### config.mk
export PLATFORM = sky130hd
export DESIGN_NAME = shift_reg_univ_flat
export DESIGN_NICKNAME = d
export VERILOG_FILES = /design/src/rtl/shift_reg_univ_pkg.sv /design/src/rtl/shift_reg_univ_if.sv /design/src/rtl/shift_reg_univ_sat_counter.sv /design/src/rtl/shift_reg_univ.sv /design/src/flat_wrapper.sv
export VERILOG_INCLUDE_DIRS = /design/src /design/src/rtl
export SDC_FILE = /design/constraint.sdc
export NUM_CORES = 1
export LEC_CHECK = 0
export ABC_AREA = 1
export ABC_CLOCK_PERIOD_IN_PS = 1440
export CAP_MARGIN = 10
export CORE_MARGIN = 2
export CORE_UTILIZATION = 45
export DETAILED_ROUTE_END_ITERATION = 10
export PLACE_DENSITY = 0.79
export SYNTH_ARGS = -nofsm -noshare
export SYNTH_HDL_FRONTEND = slang
export SYNTH_SLANG_ARGS = --single-unit
### constraint.sdc
create_clock -name clk -period 1.44 [get_ports clk]
set_input_delay 0.288 -clock clk [delete_from_list [all_inputs] [get_ports clk]]
set_output_delay 0.288 -clock clk [all_outputs]
set_load 0.03 [all_outputs]
### src/rtl/shift_reg_defs.vh
// Mode code constants shared by the universal shift register, its package and the bench.
// Guarded so the file can be pulled in from more than one compilation unit.
`ifndef SHIFT_REG_DEFS_VH
`define SHIFT_REG_DEFS_VH

localparam logic [2:0] MODE_HOLD   = 3'b000;
localparam logic [2:0] MODE_SHR    = 3'b001;
localparam logic [2:0] MODE_SHL    = 3'b010;
localparam logic [2:0] MODE_LOAD   = 3'b011;
localparam logic [2:0] MODE_ROR    = 3'b100;
localparam logic [2:0] MODE_ROL    = 3'b101;
localparam logic [2:0] MODE_CLEAR  = 3'b110;
localparam logic [2:0] MODE_PRESET = 3'b111;

`endif

### src/rtl/shift_reg_univ_pkg.sv
// Shared types and mode classification helpers for the universal shift register.
// The mode codes themselves live in shift_reg_defs.vh and are re-exported from here.
package shift_reg_univ_pkg;

  `include "shift_reg_defs.vh"

  typedef logic [2:0] mode_t;

  // Modes that advance the shift counter.
  function automatic logic mode_shifts(input mode_t m);
    return (m == MODE_SHR) || (m == MODE_SHL) ||
           (m == MODE_ROR) || (m == MODE_ROL);
  endfunction

  // Modes that restart the shift counter from zero.
  function automatic logic mode_restarts(input mode_t m);
    return (m == MODE_LOAD) || (m == MODE_CLEAR) || (m == MODE_PRESET);
  endfunction

endpackage

### src/rtl/shift_reg_univ_if.sv
// Control, data and status bundle of the universal shift register.
// master drives operations into the register, slave is the register itself.
interface shift_reg_univ_if
  import shift_reg_univ_pkg::*;
#(
  parameter int WIDTH = 8,
  parameter int CNT_W = 4
);

  logic             en;
  mode_t            mode;
  logic [WIDTH-1:0] d;
  logic             sin_r;
  logic             sin_l;
  logic [WIDTH-1:0] q;
  logic             sout_r;
  logic             sout_l;
  logic [CNT_W-1:0] shift_cnt;
  logic             cnt_sat;

  modport master (
    output en, mode, d, sin_r, sin_l,
    input  q, sout_r, sout_l, shift_cnt, cnt_sat
  );

  modport slave (
    input  en, mode, d, sin_r, sin_l,
    output q, sout_r, sout_l, shift_cnt, cnt_sat
  );

endinterface

### src/rtl/shift_reg_univ_sat_counter.sv
// Saturating up-counter: sticks at all-ones until cleared, never wraps.
// clr wins over inc so a restart on the same edge as a shift always lands on zero.
module sat_counter #(
  parameter int CNT_W = 4
) (
  input  logic             clk,
  input  logic             reset_n,
  input  logic             inc,
  input  logic             clr,
  output logic [CNT_W-1:0] cnt,
  output logic             sat
);

  assign sat = &cnt;

  always_ff @(posedge clk or negedge reset_n) begin
    if (!reset_n) begin
      cnt <= '0;
    end else if (clr) begin
      cnt <= '0;
    end else if (inc && !sat) begin
      cnt <= cnt + CNT_W'(1);
    end
  end

endmodule

### src/rtl/shift_reg_univ.sv
// WIDTH-bit universal register: hold, shift, rotate, load, clear and preset,
// plus a saturating count of shift/rotate operations since the last restart.
module shift_reg_univ
  import shift_reg_univ_pkg::*;
#(
  parameter int               WIDTH   = 8,
  parameter logic [WIDTH-1:0] RST_VAL = '0,
  parameter int               CNT_W   = 4
) (
  input logic             clk,
  input logic             reset_n,
  shift_reg_univ_if.slave bus
);

  logic [WIDTH-1:0] q;
  logic [WIDTH-1:0] q_next;
  logic             cnt_inc;
  logic             cnt_clr;

  // Next-state mux; only consulted when en is high.
  always_comb begin
    q_next = q;
    case (bus.mode)
      MODE_HOLD:   q_next = q;
      MODE_SHR:    q_next = {bus.sin_r, q[WIDTH-1:1]};
      MODE_SHL:    q_next = {q[WIDTH-2:0], bus.sin_l};
      MODE_LOAD:   q_next = bus.d;
      MODE_ROR:    q_next = {q[0], q[WIDTH-1:1]};
      MODE_ROL:    q_next = {q[WIDTH-2:0], q[WIDTH-1]};
      MODE_CLEAR:  q_next = '0;
      MODE_PRESET: q_next = RST_VAL;
      default:     q_next = q;
    endcase
  end

  always_ff @(posedge clk or negedge reset_n) begin
    if (!reset_n) begin
      q <= RST_VAL;
    end else if (bus.en) begin
      q <= q_next;
    end
  end

  assign cnt_inc = bus.en && mode_shifts(bus.mode);
  assign cnt_clr = bus.en && mode_restarts(bus.mode);

  sat_counter #(
    .CNT_W (CNT_W)
  ) u_sat_counter (
    .clk     (clk),
    .reset_n (reset_n),
    .inc     (cnt_inc),
    .clr     (cnt_clr),
    .cnt     (bus.shift_cnt),
    .sat     (bus.cnt_sat)
  );

  assign bus.q      = q;
  assign bus.sout_r = q[0];
  assign bus.sout_l = q[WIDTH-1];

endmodule

### src/flat_wrapper.sv
// flat-port wrapper written by rule: the top's interface ports become plain ports
module shift_reg_univ_flat import shift_reg_univ_pkg::*;
#(
  parameter int               WIDTH   = 8,
  parameter logic [WIDTH-1:0] RST_VAL = '0,
  parameter int               CNT_W   = 4
)
  (clk, reset_n, bus_en, bus_mode, bus_d, bus_sin_r, bus_sin_l, bus_q, bus_sout_r, bus_sout_l, bus_shift_cnt, bus_cnt_sat);
  shift_reg_univ_if #(.WIDTH(WIDTH), .CNT_W(CNT_W)) bus_i ();
  input logic clk;
  input logic reset_n;
  input wire logic [$bits(bus_i.en)-1:0] bus_en;
  input wire logic [$bits(bus_i.mode)-1:0] bus_mode;
  input wire logic [$bits(bus_i.d)-1:0] bus_d;
  input wire logic [$bits(bus_i.sin_r)-1:0] bus_sin_r;
  input wire logic [$bits(bus_i.sin_l)-1:0] bus_sin_l;
  output wire logic [$bits(bus_i.q)-1:0] bus_q;
  output wire logic [$bits(bus_i.sout_r)-1:0] bus_sout_r;
  output wire logic [$bits(bus_i.sout_l)-1:0] bus_sout_l;
  output wire logic [$bits(bus_i.shift_cnt)-1:0] bus_shift_cnt;
  output wire logic [$bits(bus_i.cnt_sat)-1:0] bus_cnt_sat;
  assign bus_i.en = bus_en;
  assign bus_i.mode = bus_mode;
  assign bus_i.d = bus_d;
  assign bus_i.sin_r = bus_sin_r;
  assign bus_i.sin_l = bus_sin_l;
  assign bus_q = bus_i.q;
  assign bus_sout_r = bus_i.sout_r;
  assign bus_sout_l = bus_i.sout_l;
  assign bus_shift_cnt = bus_i.shift_cnt;
  assign bus_cnt_sat = bus_i.cnt_sat;
  shift_reg_univ #(.WIDTH(WIDTH), .RST_VAL(RST_VAL), .CNT_W(CNT_W)) u_core (.clk(clk), .reset_n(reset_n), .bus(bus_i));
endmodule
==> qor.csv, run 1 <==
stage,metric,value,unit
grt,overflow,0,
final_layout,drive_gt1_share,32.2,%
clocking,cts_sinks,12,
route,first_iter_violations,34,
route,postRouteAntennaNets,0,
logic_synthesis,syn_area,940,um^2
clocking,cts_tree,done,
floorplanning,fp.dieH,49.7,um
grt,grt_pass1_wl,3970,um
logic_synthesis,syn_avg_cell_area,7.23,um^2
power,ir_drop,1060,uV
sta,max_clock_freq,675,MHz
critical_path,end_kind,primary output,
final_layout,fin_util,76.3,%
logic_synthesis,ys_top_cells_by_area,"dfrtp_1, nand2_1, nand3_1",
critical_path,reg2reg_slack,0.02,ns
place,dp_hpwl,1810,um
critical_path,rr_worst_depth,8,
sta,tns,-0.0411,ns
sta,finalCritPeriodShare,103,%
floorplanning,die_area,2470,um^2
final_layout,final_cell_mix,"nand2_1, nor2_1, nand3_1, buf_4, clkdlybuf4s50_1",
sta,min_period,1.48,ns
outcome,status,finished with violations,
critical_path,path_max_fanout,2,
logic_synthesis,yosysUniqueCellTypes,22,
sta,slew_violations,0,
sta,slew_headroom,75.9,%
final_layout,mostFrequentLayoutCell,nand2_1,
clocking,clock_tree.root_cell,clkbuf_4,
floorplanning,die-width,49.7,um
clocking,cts_max_path_buffers,2,
logic_synthesis,ys_ff_latch,12,
final_layout,area_delta_synth_final,59.4,%
grt,antenna_found_initial,0,
grt,grt_max_degree,16,
clocking,cts-buffers-inserted,3,
grt,grt.total_usage,20.6,%
power,p_per_area,1080,nW/um^2
place,dp_cells,201,
grt,grt_pass1_vias,953,
floorplanning,num_rows,16,
critical_path,cp.arrival,1.19,ns
job,maxCapViolations,0,
final_layout,fin_nets,198,
route,wirelength,2490,um
place,place.gp.congestion,0.768,
critical_path,reg2reg_from,u_core.u_sat_counter.cnt[1],
place,placed_cell_area,1410,um^2
final_layout,nFillCells,156,
floorplanning,initial_core_util,47.9,%
clocking,hold_buffers,0,
route,dr.pass1.iters,5,
sta,worst_pin_slew,0.361,ns
sta,fin_ws,-0.0411,ns
logic_synthesis,netlist_instances,130,
sta,rsz0062_at_grt,yes,
critical_path,rr_endpoint,u_core.u_sat_counter.cnt[2],
final_layout,stdcell_area,1500,um^2
logic_synthesis,ys_seq_area_share,32.0,%
logic_synthesis,synth_top_area_share,32.0,%
worst_hold_path,hold_path_class,input port to async pin,
critical_path,crit_required,1.15,ns
critical_path,critical_path_class,register to primary output,
place,port_buffers,30,
clocking,clk_pin_slew,0.08,ns
critical_path,start_kind,register,
route,post_drt_wl_per_cell,12.0,um
route,route.detailed.drc,0,
outcome,violations,setup timing,
sta,hold_viol,0,
clocking,cts.htree.levels,1,
route,vias,997,
critical_path,setup.worst_path.start,u_core.u_sat_counter.cnt[1],
clocking,clk-insertion-delay-late,0.28,ns
logic_synthesis,yosysWarnings,0,
floorplanning,core,1960,um^2
final_layout,diodes,0,
floorplanning,pin_count,31,
sta,setup_viol,1,
logic_synthesis,syn_nets,147,
power,leakage,0.778,nW
route,drt-vias-per-instance,4.82,
final_layout,fin_cells,207,
logic_synthesis,synth_top_cell_by_area,dfrtp_1,
sta,worst_clock_skew,0.000332,ns
[metrics by stage]
step                      hold WS [ns]  power, W  setup slack, ns
after floorplan               -0.00759  0.000949           0.0324
after global placement           0.557   0.00131           -0.221
after detailed placement         0.566   0.00134           -0.276
after CTS                        0.304   0.00157           -0.253
after global routing             0.345   0.00173          -0.0728
final                            0.297   0.00162          -0.0411
[power breakdown]
part / internal [W] / switching, W
logic: 0.000373 / 0.000482
clock network: 0.000154 / 0.000128
registers: 0.000417 / 0.0000697
total: 0.000945 / 0.000680
[critical path, stage by stage, from the launching register on]
cell and delay (ns):
dfrtp_2 0.43, ha_4 0.17, and3_4 0.18, buf_6 0.13
[sequential cells by signal, indices dropped and copies added (netlist names)]
signal / flops
u_core.bus.q: 8
u_core.u_sat_counter.cnt: 4
[layer usage]
layer / global-route usage, % / up-vias / wire [um]
li1: - / 510 / -
met1: 25.8 / 443 / 1110
met2: 35.3 / 38 / 1190
met3: 3.64 / 6 / 147
met4: 7.41 / 0 / 44
met5: 0 / - / 0
[cells in the mapped netlist, drive strengths merged]
library cell / instances
nand2: 44
nand4: 3
dfrtp: 12
ha: 1
nand3: 19
inv: 12
buf: 6
xor2: 2
and3: 1
nor2: 26
o21ai: 4
[worst max-delay path by stage]
stage	end	depth (start not counted)	slack, ns
2_1_floorplan	u_core.u_sat_counter.cnt[2]	6	0.03
3_3_place_gp	bus_cnt_sat	3	-0.22
3_5_place_dp	u_core.bus.q[2]	7	-0.28
4_1_cts	bus_cnt_sat	3	-0.25
5_1_grt	bus_cnt_sat	3	-0.07
6_report	bus_cnt_sat	3	-0.04
[cells by family (layout without fill, tap and decap cells)]
family	count (synthesis)	in the layout	synth area share [%]
and+or+nand+nor	93	93	48.3
buffers and inverters	18	68	12.0
DFF	12	12	32.0
AOI/OAI and AO/OA	4	4	4.53
xor gates and xnor gates	2	2	1.86
adders and majority gates	1	1	1.33
[cell type report]
cell class              count  area, um^2  share of cell area [%]
multi-input cells         100         576                    38.4
inverters                  12        52.6                    3.51
repair buffers             52         497                    33.2
clock buffers               4        36.3                    2.42
well taps                  27        33.8                    2.26
flip-flops and latches     12         303                    20.2
[repair_timing]
action / 4_1_cts / 5_1_grt
setup endpoints to repair: 15 / 16
resized for setup: 24 / 21
setup buffers: 0 / 2
cloned: 0 / 0
pin swaps: 0 / 3
No activity file was read; power rests on OpenSTA's default activity.
==> run 2, diff against run 1 <==
Settings changed: CORE_UTILIZATION 45 to 47, CTS_BUF_LIST set to sky130_fd_sc_hd__clkbuf_4 sky130_fd_sc_hd__clkbuf_8, PLACE_DENSITY 0.79 to 0.82, REMOVE_ABC_BUFFERS set to 1.
==> qor.csv, run 2 (synthesis results as in run 1) <==
stage,metric,value,unit,change
outcome,status,finished clean,,
critical_path,start_kind,register,,
clocking,hold_buffers,0,,unchanged
place,pre_cts_ws,-0.215,ns,+0.0609 ns
sta,rsz0062_at_grt,yes,,
sta,setup_viol,0,,-1
critical_path,path_max_fanout,2,,unchanged
power,power.internal,0.000829,W,-12%
power,p_sw_share,43.0,%,+1.2 points
power,power.share.clock,14.3,%,-3.1 points
place,port_buffers,30,,unchanged
final_layout,stdcell_area,1380,um^2,-7.9%
final_layout,nFillCells,159,,+1.9%
power,ir_drop,805,uV,-24%
final_layout,largest_reg_flops,8,,unchanged
power,p_switching,0.000626,W,-7.9%
final_layout,fin_nets,193,,-2.5%
route,wl_met1,1060,um,-4.9%
critical_path,cp.arrival,1.14,ns,-0.05 ns
clocking,cts.htree.levels,1,,unchanged
sta,max_clock_freq,698,MHz,+3.4%
worst_hold_path,hold_path_class,input port to async pin,,
grt,antenna_found_initial,0,,unchanged
grt,grt_pass1_vias,900,,-5.6%
grt,grt_pass1_wl,3900,um,-1.9%
final_layout,diodes,0,,unchanged
route,postRouteAntennaNets,0,,unchanged
grt,grt.total_usage,20.6,%,about the same
place,placed_cell_area,1330,um^2,-5.1%
clocking,clock_tree.root_cell,clkbuf_4,,
critical_path,critical_path_class,register to primary output,,
route,route.detailed.drc,0,,unchanged
final_layout,mostFrequentLayoutCell,nand2_1,,
clocking,cts-buffers-inserted,3,,unchanged
sta,hold_viol,0,,unchanged
sta,fin_ws,0.00733,ns,+0.0484 ns
floorplanning,initial_core_util,48.9,%,+1.0 points
clocking,clk-insertion-delay-late,0.27,ns,about the same
sta,worst_pin_slew,0.328,ns,-0.0328 ns
route,wirelength,2250,um,-9.9%
sta,finalCritPeriodShare,99.5,%,-3.4 points
floorplanning,fp.dieH,48.7,um,-2.0%
floorplanning,core,1920,um^2,-2.0%
place,dp_hpwl,1700,um,-6.3%
critical_path,end_kind,primary output,,
job,maxCapViolations,0,,unchanged
grt,grt_max_degree,17,,+1
critical_path,rr_worst_depth,7,,-1
final_layout,area_delta_synth_final,46.7,%,
route,drt-vias-per-instance,4.81,,-0.22%
route,first_iter_violations,29,,-15%
clocking,cts_max_path_buffers,2,,unchanged
route,dr.pass1.iters,4,,-1
route,wl_met2,1050,um,-12%
place,place.gp.congestion,0.846,,+10%
final_layout,multi_input_area,537,um^2,-6.7%
sta,tns,0,ns,+0.0411 ns
route,post_drt_wl_per_cell,11.2,um,-7.2%
critical_path,crit_required,1.15,ns,about the same
power,p_per_area,1060,nW/um^2,-2.7%
power,total_power,0.00146,W,-10%
power,p_comb_share,52.8,%,about the same
power,p_seq_share,32.9,%,+2.9 points
final_layout,regMostFlops,u_core.bus.q,,
grt,overflow,0,,unchanged
final_layout,reg_top3,"u_core.bus.q (8), u_core.u_sat_counter.cnt (4)",,
clocking,clk_pin_slew,0.07,ns,about the same
sta,min_period,1.43,ns,-0.0484 ns
final_layout,fin_util,71.7,%,-4.6 points
sta,slew_violations,0,,unchanged
final_layout,seqCellArea,300,um^2,-0.83%
clocking,cts_sinks,12,,unchanged
route,vias,966,,-3.1%
clocking,cts_tree,done,,
final_layout,drive_gt1_share,25.3,%,-6.9 points
sta,slew_headroom,78.2,%,+2.3 points
power,leakage,0.732,nW,-5.9%
floorplanning,die-width,48.7,um,-2.0%
final_layout,final_cell_mix,"nand2_1, nor2_1, nand3_1",,
floorplanning,die_area,2370,um^2,-3.9%
route,wl_met3,97,um,-34%
critical_path,reg2reg_slack,0.18,ns,+0.16 ns
floorplanning,pin_count,31,,unchanged
route,highest_layer,met4,,
sta,worst_clock_skew,0.00226,ns,+0.00193 ns
floorplanning,num_rows,16,,unchanged
==> run 2: power by group through the flow <==
stage / Combinational (W) / Clock [W] / Sequential [W]
2_1_floorplan: 0.000234 / 0 / 0.000671
3_3_place_gp: 0.000773 / 0 / 0.000486
3_5_place_dp: 0.000787 / 0 / 0.000489
4_1_cts: 0.000772 / 0.000213 / 0.000476
5_1_grt: 0.000840 / 0.000221 / 0.000488
6_report: 0.000768 / 0.000209 / 0.000479
==> run 2: layer usage <==
| layer | track usage (%) | vias to the layer above |
|---|---|---|
| met4 | 8.57 | 0 |
| li1 | - | 497 |
| met3 | 2.47 | 7 |
| met2 | 34.2 | 31 |
| met5 | 0 | - |
| met1 | 27.2 | 431 |
==> run 2: what timing repair did <==
action,in CTS,in global routing
pin swaps,2,2
endpoints found under the setup margin,15,10
gates resized for setup,17,7
setup buffers,3,1
==> run 2: final timing paths <==
check | from | end
worst max-delay path | u_core.u_sat_counter.cnt[0] | bus_cnt_sat
worst min register to register | u_core.bus.q[2] | u_core.bus.q[2]
min in group clk | bus_mode[1] | u_core.bus.q[7]
max in group asynchronous | reset_n | u_core.u_sat_counter.cnt[0]
worst min-delay path | reset_n | u_core.bus.q[1]
worst max register to register | u_core.u_sat_counter.cnt[0] | u_core.u_sat_counter.cnt[2]
==> run 2: through the flow <==
| step | hold WS (ns) | instances |
|---|---|---|
| floorplan | -0.00759 | 124 |
| global placement | 0.536 | 194 |
| detailed placement | 0.543 | 194 |
| CTS | 0.308 | 200 |
| global route | 0.342 | 201 |
| finish | 0.303 | 201 |
==> run 2: final cells by class <==
cell class,count,area share [%]
tap,27,2.45
timing repair buffer,47,31.4
sequential,12,21.8
clock buffer,3,1.63
multi-input combinational,100,38.9
inverter,12,3.81
==> run 2: worst max-delay path: stages (launching register included) <==
cell and delay, ns:
dfrtp_1 0.39, ha_2 0.20, and3_4 0.15, buf_6 0.13
==> run 3, diff against run 2 <==
Settings changed: ABC_CLOCK_PERIOD_IN_PS 1440 to 1400.
Clock period 1.44 ns to 1.4 ns, I/O delays scaled along.
==> qor.csv, run 3 (synthesis results as in run 1) <==
stage,metric,value,unit,change
final_layout,mostFrequentLayoutCell,nand2_1,,
clocking,clk-insertion-delay-late,0.28,ns,about the same
sta,hold_viol,0,,unchanged
floorplanning,die_area,2370,um^2,unchanged
route,wirelength,2250,um,+0.22%
route,first_iter_violations,23,,-21%
power,p_comb_share,55.9,%,+3.1 points
sta,fin_ws,-0.0161,ns,-0.0234 ns
final_layout,reg_top3,"u_core.bus.q (8), u_core.u_sat_counter.cnt (4)",,
final_layout,regMostFlops,u_core.bus.q,,
place,place.gp.congestion,0.860,,+1.6%
job,maxCapViolations,0,,unchanged
power,power.internal,0.000897,W,+8.1%
sta,min_period,1.42,ns,
power,leakage,0.769,nW,+5.1%
final_layout,area_delta_synth_final,51.7,%,
clocking,cts_max_path_buffers,2,,unchanged
clocking,hold_buffers,0,,unchanged
grt,grt_max_degree,17,,unchanged
route,dr.pass1.iters,5,,+1
power,ir_drop,898,uV,+12%
critical_path,critPathSlowestCell,dfrtp_1,,
sta,finalCritPeriodShare,101,%,
critical_path,crit_family,flip-flops,,
place,dp_hpwl,1680,um,-1.3%
sta,slew_violations,0,,unchanged
clocking,clock_tree.root_cell,clkbuf_4,,
route,post_drt_wl_per_cell,10.9,um,-2.7%
clocking,cts-buffers-inserted,3,,unchanged
sta,max_clock_freq,706,MHz,
sta,rsz0062_at_grt,yes,,
final_layout,final_cell_mix,"nand2_1, nor2_1, buf_4",,
floorplanning,num_rows,16,,unchanged
grt,overflow,0,,unchanged
grt,met3_usage,3.40,%,+0.93 points
critical_path,crit_path_cell_trace,ha_2 > and3_4 > buf_6,,
power,p_seq_share,30.1,%,-2.8 points
final_layout,drive_gt1_share,27.8,%,+2.5 points
place,port_buffers,30,,unchanged
final_layout,multi_input_area,537,um^2,unchanged
critical_path,cp.arrival,1.14,ns,about the same
critical_path,critical_path_class,register to primary output,,
grt,use_met1,28.1,%,+0.98 points
power,p_switching,0.000657,W,+4.9%
final_layout,seqCellArea,300,um^2,unchanged
sta,setup_viol,1,,+1
worst_hold_path,hold_path_class,input port to async pin,,
final_layout,largest_reg_flops,8,,unchanged
grt,antenna_found_initial,0,,unchanged
power,p_sw_share,42.3,%,-0.74 points
sta,slew_headroom,79.8,%,+1.6 points
clocking,cts_tree,done,,
route,drt-vias-per-instance,4.72,,-1.8%
outcome,status,finished with violations,,
final_layout,fin_nets,199,,+3.1%
final_layout,nFillCells,151,,-5.0%
grt,grt.met2_usage,36.1,%,+1.8 points
grt,grt_pass1_wl,4060,um,+4.1%
sta,worst_pin_slew,0.301,ns,-0.0271 ns
critical_path,path_max_fanout,2,,unchanged
critical_path,crit_path_max_incr_delay,0.40,ns,about the same
place,dp_cells,200,,+3.1%
final_layout,fin_cells,207,,+3.0%
floorplanning,fp.dieH,48.7,um,unchanged
final_layout,fin_util,74.2,%,+2.4 points
outcome,violations,setup timing,,
critical_path,end_kind,primary output,,
route,route.detailed.drc,0,,unchanged
floorplanning,die-width,48.7,um,unchanged
floorplanning,core,1920,um^2,unchanged
clocking,cts.htree.levels,1,,unchanged
critical_path,start_kind,register,,
power,p_per_area,1090,nW/um^2,+3.3%
critical_path,setup.worst_path.start,u_core.u_sat_counter.cnt[1],,
clocking,cts_sinks,12,,unchanged
route,postRouteAntennaNets,0,,unchanged
floorplanning,pin_count,31,,unchanged
power,power.share.clock,14.0,%,-0.3 points
floorplanning,initial_core_util,48.9,%,unchanged
final_layout,diodes,0,,unchanged
grt,busiest_layer,met2,,
critical_path,crit_buf_inv,1,,unchanged
grt,grt_pass1_vias,911,,+1.2%
critical_path,reg2reg_from,u_core.u_sat_counter.cnt[1],,
sta,worst_clock_skew,0.00342,ns,+0.00116 ns
clocking,clk_pin_slew,0.07,ns,about the same
critical_path,crit_required,1.12,ns,-0.03 ns
grt,grt.total_usage,21.7,%,+1.1 points
route,vias,977,,+1.1%
[run 3: cell count changes in the layout (fill, tap and decap cells not counted), sizes merged]
cell	before	now
clkbuf	5	3
dlygate4sd2	11	12
clkdlybuf4s50	14	13
buf	18	24
dlymetal6s2s	1	2
clkdlybuf4s15	1	2
[run 3: path summary, 6_finish.rpt]
check,slack [ns],endpoint,cells after the start
setup / recovery,-0.02,bus_cnt_sat,3
hold / removal,0.29,u_core.bus.q[7],2
setup reg to reg,0.14,u_core.u_sat_counter.cnt[2],7
hold reg to reg,0.61,u_core.bus.q[7],3
max in group asynchronous,0.95,u_core.bus.q[5],2
min in group clk,0.55,u_core.bus.q[7],6
[run 3: power groups by stage]
| stage | sequential, W | clock, W | combinational, W |
|---|---|---|---|
| 2_1_floorplan | 0.000690 | 0 | 0.000240 |
| 3_3_place_gp | 0.000482 | 0 | 0.000851 |
| 3_5_place_dp | 0.000488 | 0 | 0.000868 |
| 4_1_cts | 0.000466 | 0.000217 | 0.000869 |
| 5_1_grt | 0.000481 | 0.000227 | 0.000940 |
| 6_report | 0.000468 | 0.000217 | 0.000868 |
[run 3: metal layers]
metal	routed length, um	part of all wire, %
met5	0	0
met4	57	2.5
met3	102	4.5
met2	1120	50
met1	975	43
[run 3: area by class of cell]
| cell class | count | area share (%) |
|---|---|---|
| Clock buffer | 3 | 1.58 |
| Multi-Input combinational cell | 100 | 37.7 |
| Sequential cell | 12 | 21.1 |
| Tap cell | 27 | 2.37 |
| Inverter | 12 | 3.69 |
| Timing Repair Buffer | 53 | 33.6 |
[run 3: what timing repair did]
| item | 4_1_cts | 5_1_grt |
|---|---|---|
| gates resized for setup | 21 | 3 |
| endpoints found under the hold margin | 0 | 0 |
| pin swaps | 2 | 2 |
| endpoints found under the setup margin | 15 | 12 |
| setup buffers | 4 | 0 |
[run 3: per-stage QoR]
| step | TNS (ns) | cell area, um^2 | power, W | setup WS [ns] | hold slack (ns) |
|---|---|---|---|---|---|
| after floorplan | -0.685 | 880 | 0.000931 | -0.187 | -0.0156 |
| after global placement | -2.19 | 1370 | 0.00133 | -0.207 | 0.538 |
| after detailed placement | -2.59 | 1370 | 0.00136 | -0.243 | 0.557 |
| after CTS | -0.0113 | 1420 | 0.00155 | -0.0113 | 0.304 |
| after global routing | -0.0442 | 1430 | 0.00165 | -0.0425 | 0.335 |
| final | -0.0161 | 1430 | 0.00155 | -0.0161 | 0.291 |
